==> src/rtl/circle_pkg.sv <==
// Shared state encoding, octant indices and decision-variable arithmetic
// for the midpoint circle rasteriser.
package circle_pkg;

  typedef enum logic [1:0] {
    IDLE = 2'd0,
    LOAD = 2'd1,
    PLOT = 2'd2,
    DONE = 2'd3
  } state_t;

  localparam logic [2:0] OCT_0 = 3'd0;
  localparam logic [2:0] OCT_1 = 3'd1;
  localparam logic [2:0] OCT_2 = 3'd2;
  localparam logic [2:0] OCT_3 = 3'd3;
  localparam logic [2:0] OCT_4 = 3'd4;
  localparam logic [2:0] OCT_5 = 3'd5;
  localparam logic [2:0] OCT_6 = 3'd6;
  localparam logic [2:0] OCT_7 = 3'd7;

  localparam int CRIT_MAX_W = 16;
  typedef logic signed [CRIT_MAX_W-1:0] crit_t;

  // Midpoint decision update; x and y are the values before the step.
  function automatic crit_t crit_next(input crit_t crit, input crit_t x, input crit_t y);
    crit_t nxt;
    if (crit <= 16'sd0) begin
      nxt = crit + (y <<< 1) + 16'sd3;
    end else begin
      nxt = crit + ((y - x) <<< 1) + 16'sd5;
    end
    return nxt;
  endfunction

endpackage

==> src/rtl/circle_octant_map.sv <==
// Maps one (x, y) step into octant `oct` around the centre and reports whether
// the resulting pixel lies on screen and inside the x clip window.
module circle_octant_map
  import circle_pkg::*;
#(
  parameter int C_W      = 8,
  parameter int R_W      = 8,
  parameter int SCREEN_W = 160,
  parameter int SCREEN_H = 120
) (
  input  logic [2:0]           oct_i,
  input  logic [C_W-1:0]       cx_i,
  input  logic [C_W-1:0]       cy_i,
  input  logic [R_W-1:0]       x_i,
  input  logic [R_W-1:0]       y_i,
  input  logic [C_W-1:0]       clip_xmin_i,
  input  logic [C_W-1:0]       clip_xmax_i,
  output logic signed [C_W+1:0] px_o,
  output logic signed [C_W+1:0] py_o,
  output logic                 in_bounds_o
);

  localparam int PW = C_W + 2;
  localparam logic signed [PW-1:0] SW_S = PW'(SCREEN_W);
  localparam logic signed [PW-1:0] SH_S = PW'(SCREEN_H);

  logic signed [PW-1:0] cx_s, cy_s, x_s, y_s, dx_s, dy_s;
  logic signed [PW-1:0] xmin_s, xmax_s, px_s, py_s;

  assign cx_s   = signed'({2'b00, cx_i});
  assign cy_s   = signed'({2'b00, cy_i});
  assign x_s    = signed'({{(PW-R_W){1'b0}}, x_i});
  assign y_s    = signed'({{(PW-R_W){1'b0}}, y_i});
  assign xmin_s = signed'({2'b00, clip_xmin_i});
  assign xmax_s = signed'({2'b00, clip_xmax_i});

  // Octant offset selection
  always_comb begin
    dx_s = '0;
    dy_s = '0;
    case (oct_i)
      OCT_0:   begin dx_s =  x_s; dy_s =  y_s; end
      OCT_1:   begin dx_s =  y_s; dy_s =  x_s; end
      OCT_2:   begin dx_s = -y_s; dy_s =  x_s; end
      OCT_3:   begin dx_s = -x_s; dy_s =  y_s; end
      OCT_4:   begin dx_s = -x_s; dy_s = -y_s; end
      OCT_5:   begin dx_s = -y_s; dy_s = -x_s; end
      OCT_6:   begin dx_s =  y_s; dy_s = -x_s; end
      OCT_7:   begin dx_s =  x_s; dy_s = -y_s; end
      default: begin dx_s = '0;   dy_s = '0;   end
    endcase
  end

  assign px_s = cx_s + dx_s;
  assign py_s = cy_s + dy_s;
  assign px_o = px_s;
  assign py_o = py_s;

  // Sign bit rules out negative coordinates before the upper-bound compares.
  assign in_bounds_o = !px_s[PW-1] && (px_s < SW_S) &&
                       !py_s[PW-1] && (py_s < SH_S) &&
                       (px_s >= xmin_s) && (px_s <= xmax_s);

endmodule

==> src/rtl/circle_octant_engine.sv <==
// Midpoint circle rasteriser: walks one eighth of the circle and emits up to
// eight mirrored pixels per step, filtered by an octant mask and x clip window.
module circle_octant_engine
  import circle_pkg::*;
#(
  parameter int C_W      = 8,
  parameter int R_W      = 8,
  parameter int X_W      = 8,
  parameter int Y_W      = 7,
  parameter int SCREEN_W = 160,
  parameter int SCREEN_H = 120,
  parameter int COLOUR_W = 3
) (
  input  logic                clk,
  input  logic                rst_n,
  input  logic                start,
  input  logic [COLOUR_W-1:0] colour,
  input  logic [C_W-1:0]      centre_x,
  input  logic [C_W-1:0]      centre_y,
  input  logic [R_W-1:0]      radius,
  input  logic [7:0]          octant_mask,
  input  logic [C_W-1:0]      clip_xmin,
  input  logic [C_W-1:0]      clip_xmax,
  output logic                finished,
  output logic [X_W-1:0]      vga_x,
  output logic [Y_W-1:0]      vga_y,
  output logic [COLOUR_W-1:0] vga_colour,
  output logic                vga_plot
);

  localparam int PW  = C_W + 2;
  localparam int XYW = R_W + 2;
  localparam int CW  = R_W + 3;
  localparam logic signed [XYW-1:0] ONE_XY = XYW'(1);
  localparam logic signed [CW-1:0]  ONE_C  = CW'(1);
  localparam logic signed [CW-1:0]  ZERO_C = '0;

  state_t                state_q;
  logic [C_W-1:0]        cx_q, cy_q, xmin_q, xmax_q;
  logic [7:0]            mask_q;
  logic [2:0]            oct_q;
  logic signed [XYW-1:0] x_q, y_q;
  logic signed [CW-1:0]  crit_q;
  logic                  finished_q, plot_q;
  logic [X_W-1:0]        vga_x_q;
  logic [Y_W-1:0]        vga_y_q;
  logic [COLOUR_W-1:0]   vga_colour_q;

  crit_t                 crit_wide_s;
  logic signed [CW-1:0]  crit_d;
  logic signed [XYW-1:0] x_d, y_d;
  logic                  done_s, in_bounds_s, hit_s;
  logic signed [PW-1:0]  px_s, py_s;
  logic                  unused_s;

  circle_octant_map #(
    .C_W      (C_W),
    .R_W      (R_W),
    .SCREEN_W (SCREEN_W),
    .SCREEN_H (SCREEN_H)
  ) u_map (
    .oct_i       (oct_q),
    .cx_i        (cx_q),
    .cy_i        (cy_q),
    .x_i         (x_q[R_W-1:0]),
    .y_i         (y_q[R_W-1:0]),
    .clip_xmin_i (xmin_q),
    .clip_xmax_i (xmax_q),
    .px_o        (px_s),
    .py_o        (py_s),
    .in_bounds_o (in_bounds_s)
  );

  assign hit_s = in_bounds_s & mask_q[oct_q];

  // Next (x, y, crit) after the current step; x and y kept signed so radius 0 terminates
  always_comb begin
    crit_wide_s = crit_next(crit_t'(crit_q), crit_t'(x_q), crit_t'(y_q));
    crit_d      = crit_wide_s[CW-1:0];
    y_d         = y_q + ONE_XY;
    if (crit_q <= ZERO_C) begin
      x_d = x_q;
    end else begin
      x_d = x_q - ONE_XY;
    end
    done_s = (y_d > x_d);
  end

  assign unused_s = ^{crit_wide_s[CRIT_MAX_W-1:CW], px_s[PW-1:X_W], py_s[PW-1:Y_W]};

  // Control FSM, step counters and registered pixel port
  always_ff @(posedge clk) begin
    if (!rst_n) begin
      state_q      <= IDLE;
      cx_q         <= '0;
      cy_q         <= '0;
      xmin_q       <= '0;
      xmax_q       <= '0;
      mask_q       <= '0;
      oct_q        <= OCT_0;
      x_q          <= '0;
      y_q          <= '0;
      crit_q       <= '0;
      finished_q   <= 1'b0;
      plot_q       <= 1'b0;
      vga_x_q      <= '0;
      vga_y_q      <= '0;
      vga_colour_q <= '0;
    end else begin
      plot_q <= 1'b0;
      case (state_q)
        IDLE: begin
          finished_q <= 1'b0;
          if (start) begin
            state_q <= LOAD;
          end else begin
            state_q <= IDLE;
          end
        end
        LOAD: begin
          cx_q         <= centre_x;
          cy_q         <= centre_y;
          xmin_q       <= clip_xmin;
          xmax_q       <= clip_xmax;
          mask_q       <= octant_mask;
          vga_colour_q <= colour;
          x_q          <= signed'({2'b00, radius});
          y_q          <= '0;
          crit_q       <= ONE_C - signed'({3'b000, radius});
          oct_q        <= OCT_0;
          state_q      <= PLOT;
        end
        PLOT: begin
          plot_q <= hit_s;
          if (hit_s) begin
            vga_x_q <= px_s[X_W-1:0];
            vga_y_q <= py_s[Y_W-1:0];
          end
          oct_q <= oct_q + 3'd1;
          if (oct_q == OCT_7) begin
            x_q    <= x_d;
            y_q    <= y_d;
            crit_q <= crit_d;
            if (done_s) begin
              state_q    <= DONE;
              finished_q <= 1'b1;
            end
          end
        end
        DONE: begin
          if (!start) begin
            state_q    <= IDLE;
            finished_q <= 1'b0;
          end
        end
        default: begin
          state_q    <= IDLE;
          finished_q <= 1'b0;
        end
      endcase
    end
  end

  assign finished   = finished_q;
  assign vga_plot   = plot_q;
  assign vga_x      = vga_x_q;
  assign vga_y      = vga_y_q;
  assign vga_colour = vga_colour_q;

endmodule

==> config.mk <==
export PLATFORM = sky130hd
export DESIGN_NAME = circle_octant_engine
export DESIGN_NICKNAME = d
export VERILOG_FILES = /design/src/rtl/circle_pkg.sv /design/src/rtl/circle_octant_map.sv /design/src/rtl/circle_octant_engine.sv
export SDC_FILE = /design/constraint.sdc
export NUM_CORES = 1
export LEC_CHECK = 0
export CAP_MARGIN = 20
export CORE_MARGIN = 5
export CORE_UTILIZATION = 59
export CTS_BUF_LIST = sky130_fd_sc_hd__clkbuf_16
export DETAILED_ROUTE_END_ITERATION = 12
export PLACE_DENSITY_LB_ADDON = 0.25
export SYNTH_ARGS = -nofsm -noshare
export SYNTH_HDL_FRONTEND = slang
export SYNTH_SLANG_ARGS = --single-unit
==> constraint.sdc <==
create_clock -name clk -period 6.03 [get_ports clk]
set_clock_uncertainty 0.15 [all_clocks]
set_input_delay 0.603 -clock clk [delete_from_list [all_inputs] [get_ports clk]]
set_output_delay 0.603 -clock clk [all_outputs]
set_load 0.05 [all_outputs]
# Word-level counts from Yosys, hierarchy flattened
# Cells that the tools add are included.
[word_totals] elab_cells=96 register_bits=96
[classes] addsub=13 bitwise=1 n_mux=22 n_eq_ne=13 magnitude_cmp=8 reduce_logical=24
[op_table] op="one-hot mux 10 bit (4 select lines)" count=2
[op_table] op="one-hot mux 10 bit (2 select lines)" count=2
[op_table] op="2-to-1 mux 10 bit" count=3
[op_table] op="adder 11 bit" count=2
[op_table] op="<= comparator 11 x 1 -> 1 bit (second input constant)" count=2
[op_table] op="2-to-1 mux 11 bit" count=2
[op_table] op="one-hot mux 11 bit (2 select lines)" count=1
[op_table] op="adder 9 x 10 -> 10 bit" count=2
[op_table] op="negator 8 -> 10 bit" count=2
[op_table] op="OR reduction 2 bit" count=8
[op_table] op="== test 3 bit (second input constant)" count=4
[op_table] op="adder 11 x 3 -> 11 bit (second input constant)" count=1
[op_table] op="adder 11 x 4 -> 11 bit (second input constant)" count=1
[op_table] op="adder 10 x 2 -> 10 bit (second input constant)" count=1
[op_table] op="greater-or-equal comparator 10 x 9 -> 1 bit" count=1
[op_table] op="greater-than comparator 10 bit" count=1
[op_table] op="<= comparator 10 x 9 -> 1 bit" count=1
[op_table] op="less-than comparator 10 x 8 -> 1 bit (second input constant)" count=1
[op_table] op="less-than comparator 10 x 9 -> 1 bit (second input constant)" count=1
[op_table] op="subtractor 10 bit" count=1
[op_table] op="subtractor 10 x 2 -> 10 bit (second input constant)" count=1
[op_table] op="subtractor 1 x 8 -> 9 bit (first input constant)" count=1
[op_table] op="one-hot mux 2 bit (4 select lines)" count=1
[op_table] op="== test 3 x 2 -> 1 bit (second input constant)" count=2
[op_table] op="other kinds (21)" count=37

# Logic depth before layout (Yosys ltp)
[logic_depth] depth_word=12 mapped_depth=23

# By module
# From an unflattened synthesis, not the netlist that was laid out.
[hier_totals] hier_cells=1059 area_unflattened_um2=8489.4
[modules_own_cells] module="circle_octant_engine" seq_area_each_um2=1921.8 area_per_inst_um2=5885.6 instances=1 cells_each=673
[modules_own_cells] module="circle_octant_map" seq_area_each_um2=0.0 area_per_inst_um2=2603.7 instances=1 cells_each=386

# Worst setup path before layout
# Ideal clock, no wire load.
[synth_path] kind="reg2reg" start="reg y_q[0]" end="reg vga_x_q[1], in the netlist vga_x[1]" stages_incl_launch_ff=22 slack_ps=1244 n_path_buf=3 arrival_time_ps=4520 required_time_ps=5764 setup_ps=116 path_cell_list="dfxtp_1 > clkbuf_1 > inv_1 > ha_1 > clkbuf_1 > and2_1 > o31ai_1 > o21ai_0 > a22oi_1 > ha_1 > and3_1 > a2111oi_0 > nor3_1 > xor2_1 > ha_1 > o21ai_0 > a21oi_1 > nor4b_1 > and4b_1 > buf_4 > nand3_1 > o211a_1"
[synth_via] elab_chain_cells=11 word_cells_on_any_way=18
[synth_rtl] element="start, declared" line_no="circle_octant_engine.sv:42" source="logic signed [XYW-1:0] x_q, y_q;"
[synth_rtl] element="start signal, assigned" line_no="circle_octant_engine.sv:142" source="y_q <= y_d;"
[synth_rtl] element="negator 8 -> 10 bit" line_no="circle_octant_map.sv:44, circle_octant_map.sv:47"
[synth_rtl] element="one-hot mux 10 bit (4 select lines) (*)" line_no="circle_octant_map.sv:41" source="case (oct_i)"
[synth_rtl] element="adder 9 x 10 -> 10 bit (*)" line_no="circle_octant_map.sv:54" source="assign px_s = cx_s + dx_s;"
[synth_rtl] element="net px_s[7]" line_no="circle_octant_engine.sv:53" source="logic signed [PW-1:0] px_s, py_s;"
[synth_rtl] element="less-than comparator 10 x 9 -> 1 bit" line_no="circle_octant_map.sv:60" source="assign in_bounds_o = !px_s[PW-1] && (px_s < SW_S) &&"
[synth_rtl] element="logical AND 1 bit (2 in a row)" line_no="circle_octant_map.sv:60"
[synth_rtl] element="logical AND 1 bit (2 in a row)" line_no="circle_octant_map.sv:61" source="!py_s[PW-1] && (py_s < SH_S) &&"
[synth_rtl] element="logical AND 1 bit (*)" line_no="circle_octant_map.sv:62" source="(px_s >= xmin_s) && (px_s <= xmax_s);"
[synth_rtl] element="bitwise AND 1 bit (*)" line_no="circle_octant_engine.sv:74" source="assign hit_s = in_bounds_s & mask_q[oct_q];"
[synth_rtl] element="AND reduction 2 bit (no line) (*)"
[synth_rtl] element="end signal, assigned" line_no="circle_octant_engine.sv:136" source="vga_x_q <= px_s[X_W-1:0];"
[synth_rtl] element="end, declared" line_no="circle_octant_engine.sv:45" source="logic [X_W-1:0] vga_x_q;"
# The timed path passes the listed nets; every way through them passes the cells marked *.
# A chain may end at the register's enable or synchronous reset.

# Final worst setup path
[layout_path] start="reg y_q[0]" end="reg vga_y_q[2], in the netlist vga_y[2]"
[layout_via] elab_chain_cells=11 word_cells_on_any_way=18
[layout_rtl] element="negator 8 -> 10 bit" line_no="circle_octant_map.sv:44, circle_octant_map.sv:47"
[layout_rtl] element="one-hot mux 10 bit (4 select lines) (*)" line_no="circle_octant_map.sv:41"
[layout_rtl] element="adder 9 x 10 -> 10 bit (*)" line_no="circle_octant_map.sv:54"
[layout_rtl] element="net px_s[7]" line_no="circle_octant_engine.sv:53"
[layout_rtl] element="less-than comparator 10 x 9 -> 1 bit" line_no="circle_octant_map.sv:60"
[layout_rtl] element="logical AND 1 bit (2 in a row)" line_no="circle_octant_map.sv:60"
[layout_rtl] element="logical AND 1 bit (2 in a row)" line_no="circle_octant_map.sv:61"
[layout_rtl] element="logical AND 1 bit (*)" line_no="circle_octant_map.sv:62"
[layout_rtl] element="bitwise AND 1 bit (*)" line_no="circle_octant_engine.sv:74"
[layout_rtl] element="AND reduction 2 bit (no line) (*)"
[layout_rtl] element="end signal, assigned" line_no="circle_octant_engine.sv:137" source="vga_y_q <= py_s[Y_W-1:0];"
[layout_rtl] element="end, declared" line_no="circle_octant_engine.sv:46" source="logic [Y_W-1:0] vga_y_q;"
# Marked as above.

==> results summary <==
The number of gates given a new drive strength after cts came out at 0. The number of levels the H-tree was split into came out at 3. The peak clock frequency supported by timing is 181 MHz. The share of final-layout standard cells stronger than drive strength 1 is 5.45%. The detailed-route wire length per cell came out at 19.1 um.

The post-place setup slack is 455 ps. The number of top-level design ports came out at 74. Headroom to the max-slew limit came out at 35.8%. The half-perimeter wire length of the detailed placement result came out at 17900 um.

The number of max-slew violations in the final report is 0. The per-instance average area after synthesis came out at 8.10 sq um. The sequential fraction of the synthesis area is 24.1%.

The number of hold violations in the final report came out at 0. The measured slew at the worst slew-check pin came out at 962 ps. The total of endpoints with negative setup slack in the final report is 0. For this run, the detailed router's first-pass iteration total came to 6.

In this run the critical register-to-register path is captured at vga_y[2]. The most frequently used flop master after synthesis is dfxtp_1. The vertical die dimension came out at 126 um.

STA classifies the critical path endpoint as a register. The full die area came out at 0.0160 sq mm. The synthesized flop and latch total came out at 96.

The tightest hold path in the finished design has a slack of 313 ps. Of all nets on the critical path, the largest fanout is 13. The wire length of the first global-routing pass is 37800 um. The number of antenna diodes in the final layout is 0. The critical path data required time came out at 6130 ps. The number of cells on the worst reg-to-reg path is 18.

For this design the static power due to leakage is 3.83 nW. In this run the register-to-register setup slack is 500 ps. In this run the core area contains 42 standard-cell rows. When the netlist entered floorplanning its net count stood at 1145. The count of flip-flops with a built-in enable after synthesis is 0. The signed area change from the synthesized netlist to the final layout is 14.6%. For this run, the post-layout net count is 1200.

The final weighted congestion in routability-driven placement came out at 0.967. The number of clock buffers added by TritonCTS is 9. After detailed routing, the number of remaining DRC violations is 0.

The maximum vdd drop is 0.419 mV. The total vias in the final route is 7477. The library cells used most frequently in the layout, excluding fill and tap cells, are 104 x nor2_1, 99 x ha_1, 96 x dfxtp_1. The cell area power density came out at 431 mW/mm^2. The die boundary width is 126 um. The initial cell density of the core is 60.3%. The total global routing overflow is 0. Setup repair after global routing left no endpoint under its margin. The final-layout fill cell count came out at 1121. The post-synthesis async set-or-reset flop share is 0%.

The routed via count divided by cell count came out at 6.12. The post-synthesis cell type count came out at 72. The initial antenna violation count came out at 0. After clock tree synthesis, the setup repair step added 0 buffers. Max-cap violations in this run came to 0. The area of the placeable core came out at 0.0132 sq mm. The starting DRC count in detailed routing is 779.

In this run the critical register-to-register path is launched from y_q[0]. The cell area that synthesis handed to floorplanning was 0.00799 sq mm. The routed wire length is 23400 um. The critical path ends at vga_y[2]. The number of hold-repair buffers added at the cts stage is 0.

The tree built by TritonCTS fans out to 96 sinks. The most critical setup path has its startpoint at y_q[0]. The worst-skew pair later-pin latency came out at 350 ps. The maximum number of pins on one net before global-route repair is 54. Buffers placed on the I/O ports in this run total 73.

The CTS clock-pin slew for the worst setup and hold paths is 70 ps. The number of instances in the synthesized netlist came out at 986. The buffer cell driving the clock tree root is clkbuf_16. The number of global-route vias before repair is 7152. The antenna violation net count after detailed routing came out at 0. The post-route minimum period is 5530 ps. The TritonCTS clock tree is built. The worst setup path is launched from a register. The worst setup path is of the reg -> reg kind.

The post-route fraction of the period consumed by the critical path came out at 91.7%. The library cell used most frequently in the layout, excluding fill and tap cells, is nor2_1. The final worst-path setup slack is 499 ps. The total routing usage reported by global routing is 29.2%. The maximum clock path buffer count came out at 2. The run finished with clean final reports. The path class of the tightest hold or removal check is reg -> reg.

The number of warning messages in the yosys log came out at 0. The worst endpoint data arrival time is 5630 ps. The setup total negative slack came out at 0 ps. The startpoint identified for the worst hold timing path is vga_y[0].
-- registers in the layout, indices dropped and copies added (netlist names) --
name / flops
x_q: 10
vga_colour: 3
vga_x: 8
xmin_q: 8
vga_y: 7
vga_plot: 1
mask_q: 8
xmax_q: 8
crit_q: 11
cx_q: 8
state_q: 2
y_q: 10
oct_q: 3
finished: 1
cy_q: 8
-- power breakdown --
part / switching (mW) / leakage (nW) / internal [mW]
sequential: 0.113 / 0.780 / 0.741
combinational: 1.54 / 2.92 / 1.02
clock: 0.252 / 0.132 / 0.276
-- synthesized netlist by cell type, types with 4 or more instances --
master | number | area share, %
a21oi_1 | 68 | 4.3
or2_2 | 5 | 0.39
and3_1 | 8 | 0.63
o21ai_0 | 60 | 3.8
nor2b_1 | 11 | 0.86
o22ai_1 | 7 | 0.55
a22oi_1 | 11 | 1.0
fa_1 | 5 | 1.3
mux2i_1 | 55 | 6.9
o311ai_0 | 5 | 0.55
inv_1 | 59 | 2.8
dfxtp_1 | 96 | 24
nor3_1 | 37 | 2.3
buf_1 | 4 | 0.19
o211ai_1 | 9 | 0.85
or3_1 | 4 | 0.31
a211oi_1 | 6 | 0.56
o21bai_1 | 4 | 0.38
nand2_1 | 67 | 3.1
ha_1 | 100 | 16
nand2b_1 | 7 | 0.55
xnor2_1 | 44 | 4.8
a31oi_1 | 11 | 0.86
nor2_1 | 105 | 4.9
nand3_1 | 29 | 1.8
nand4_1 | 7 | 0.55
clkbuf_1 | 38 | 1.8
and2_1 | 8 | 0.63
o31ai_1 | 7 | 0.66
a21o_1 | 16 | 1.5
nor4_1 | 5 | 0.39
a221oi_1 | 8 | 0.88
o21a_1 | 5 | 0.47
xor2_1 | 16 | 1.8
-- layer usage --
layer  vias to the layer above  global-route usage (%)  routed length [um]
li1                       3665                       -                   -
met1                      3414                    42.0               10600
met2                       336                    42.9                9750
met3                        62                    6.31                2200
met4                         0                    10.7                 852
met5                         -                       0                   0
-- worst max-delay path, stage by stage, from the launching register on --
cell       delay (ps)
dfxtp_1           600
inv_1             210
ha_1              390
and2_1            220
o31ai_1           360
o21ai_0           140
a22oi_1           230
ha_1              310
and3_1            240
a2111oi_0         450
nor3_1            130
xor2_1            350
ha_1              240
o21ai_0            90
a21oi_1           190
nor4b_2           360
and4b_1           510
nand3_1           120
o211a_1           140
-- metrics by stage --
| stage | total power [mW] | std cells | instance area (sq um) | util (%) |
|---|---|---|---|---|
| 2_1_floorplan | 2.75 | 986 | 7990 | - |
| 3_3_place_gp | 3.34 | 1206 | 8880 | 67.1 |
| 3_5_place_dp | 3.37 | 1206 | 8880 | 67.1 |
| 4_1_cts | 3.92 | 1222 | 9150 | 69.1 |
| 5_1_grt | 4.26 | 1222 | 9160 | 69.1 |
| 6_report | 3.95 | 1222 | 9160 | 69.1 |
-- worst min-delay path by stage --
stage / to / slack, ps / cells after the start
2_1_floorplan: mask_q[2] / 300 / 2
5_1_grt: vga_x[5] / 330 / 2
3_3_place_gp: vga_y[0] / 300 / 2
3_5_place_dp: vga_y[0] / 300 / 2
6_report: vga_y[0] / 310 / 2
4_1_cts: vga_y[0] / 320 / 2
-- logic make-up after synthesis --
group	Yosys count	synth area share, %
XOR/XNOR	61	6.86
buffers and inverters	107	5.33
AND/OR/NAND/NOR	314	19.5
AO/OA/AOI/OAI	243	19.5
adder cells (fa/ha/maj)	105	16.9
multiplexers	60	7.88
flip-flops	96	24.1
-- cell type report --
class	count	area, sq um	area share (%)
inverter	60	225	2.46
multi-input combinational	783	5660	61.8
sequential	96	1920	21.0
timing repair buffer	91	866	9.46
tap	176	220	2.41
clock inverter	7	40.0	0.437
clock buffer	9	225	2.46
Note: power is estimated with default switching activity, not from simulation.
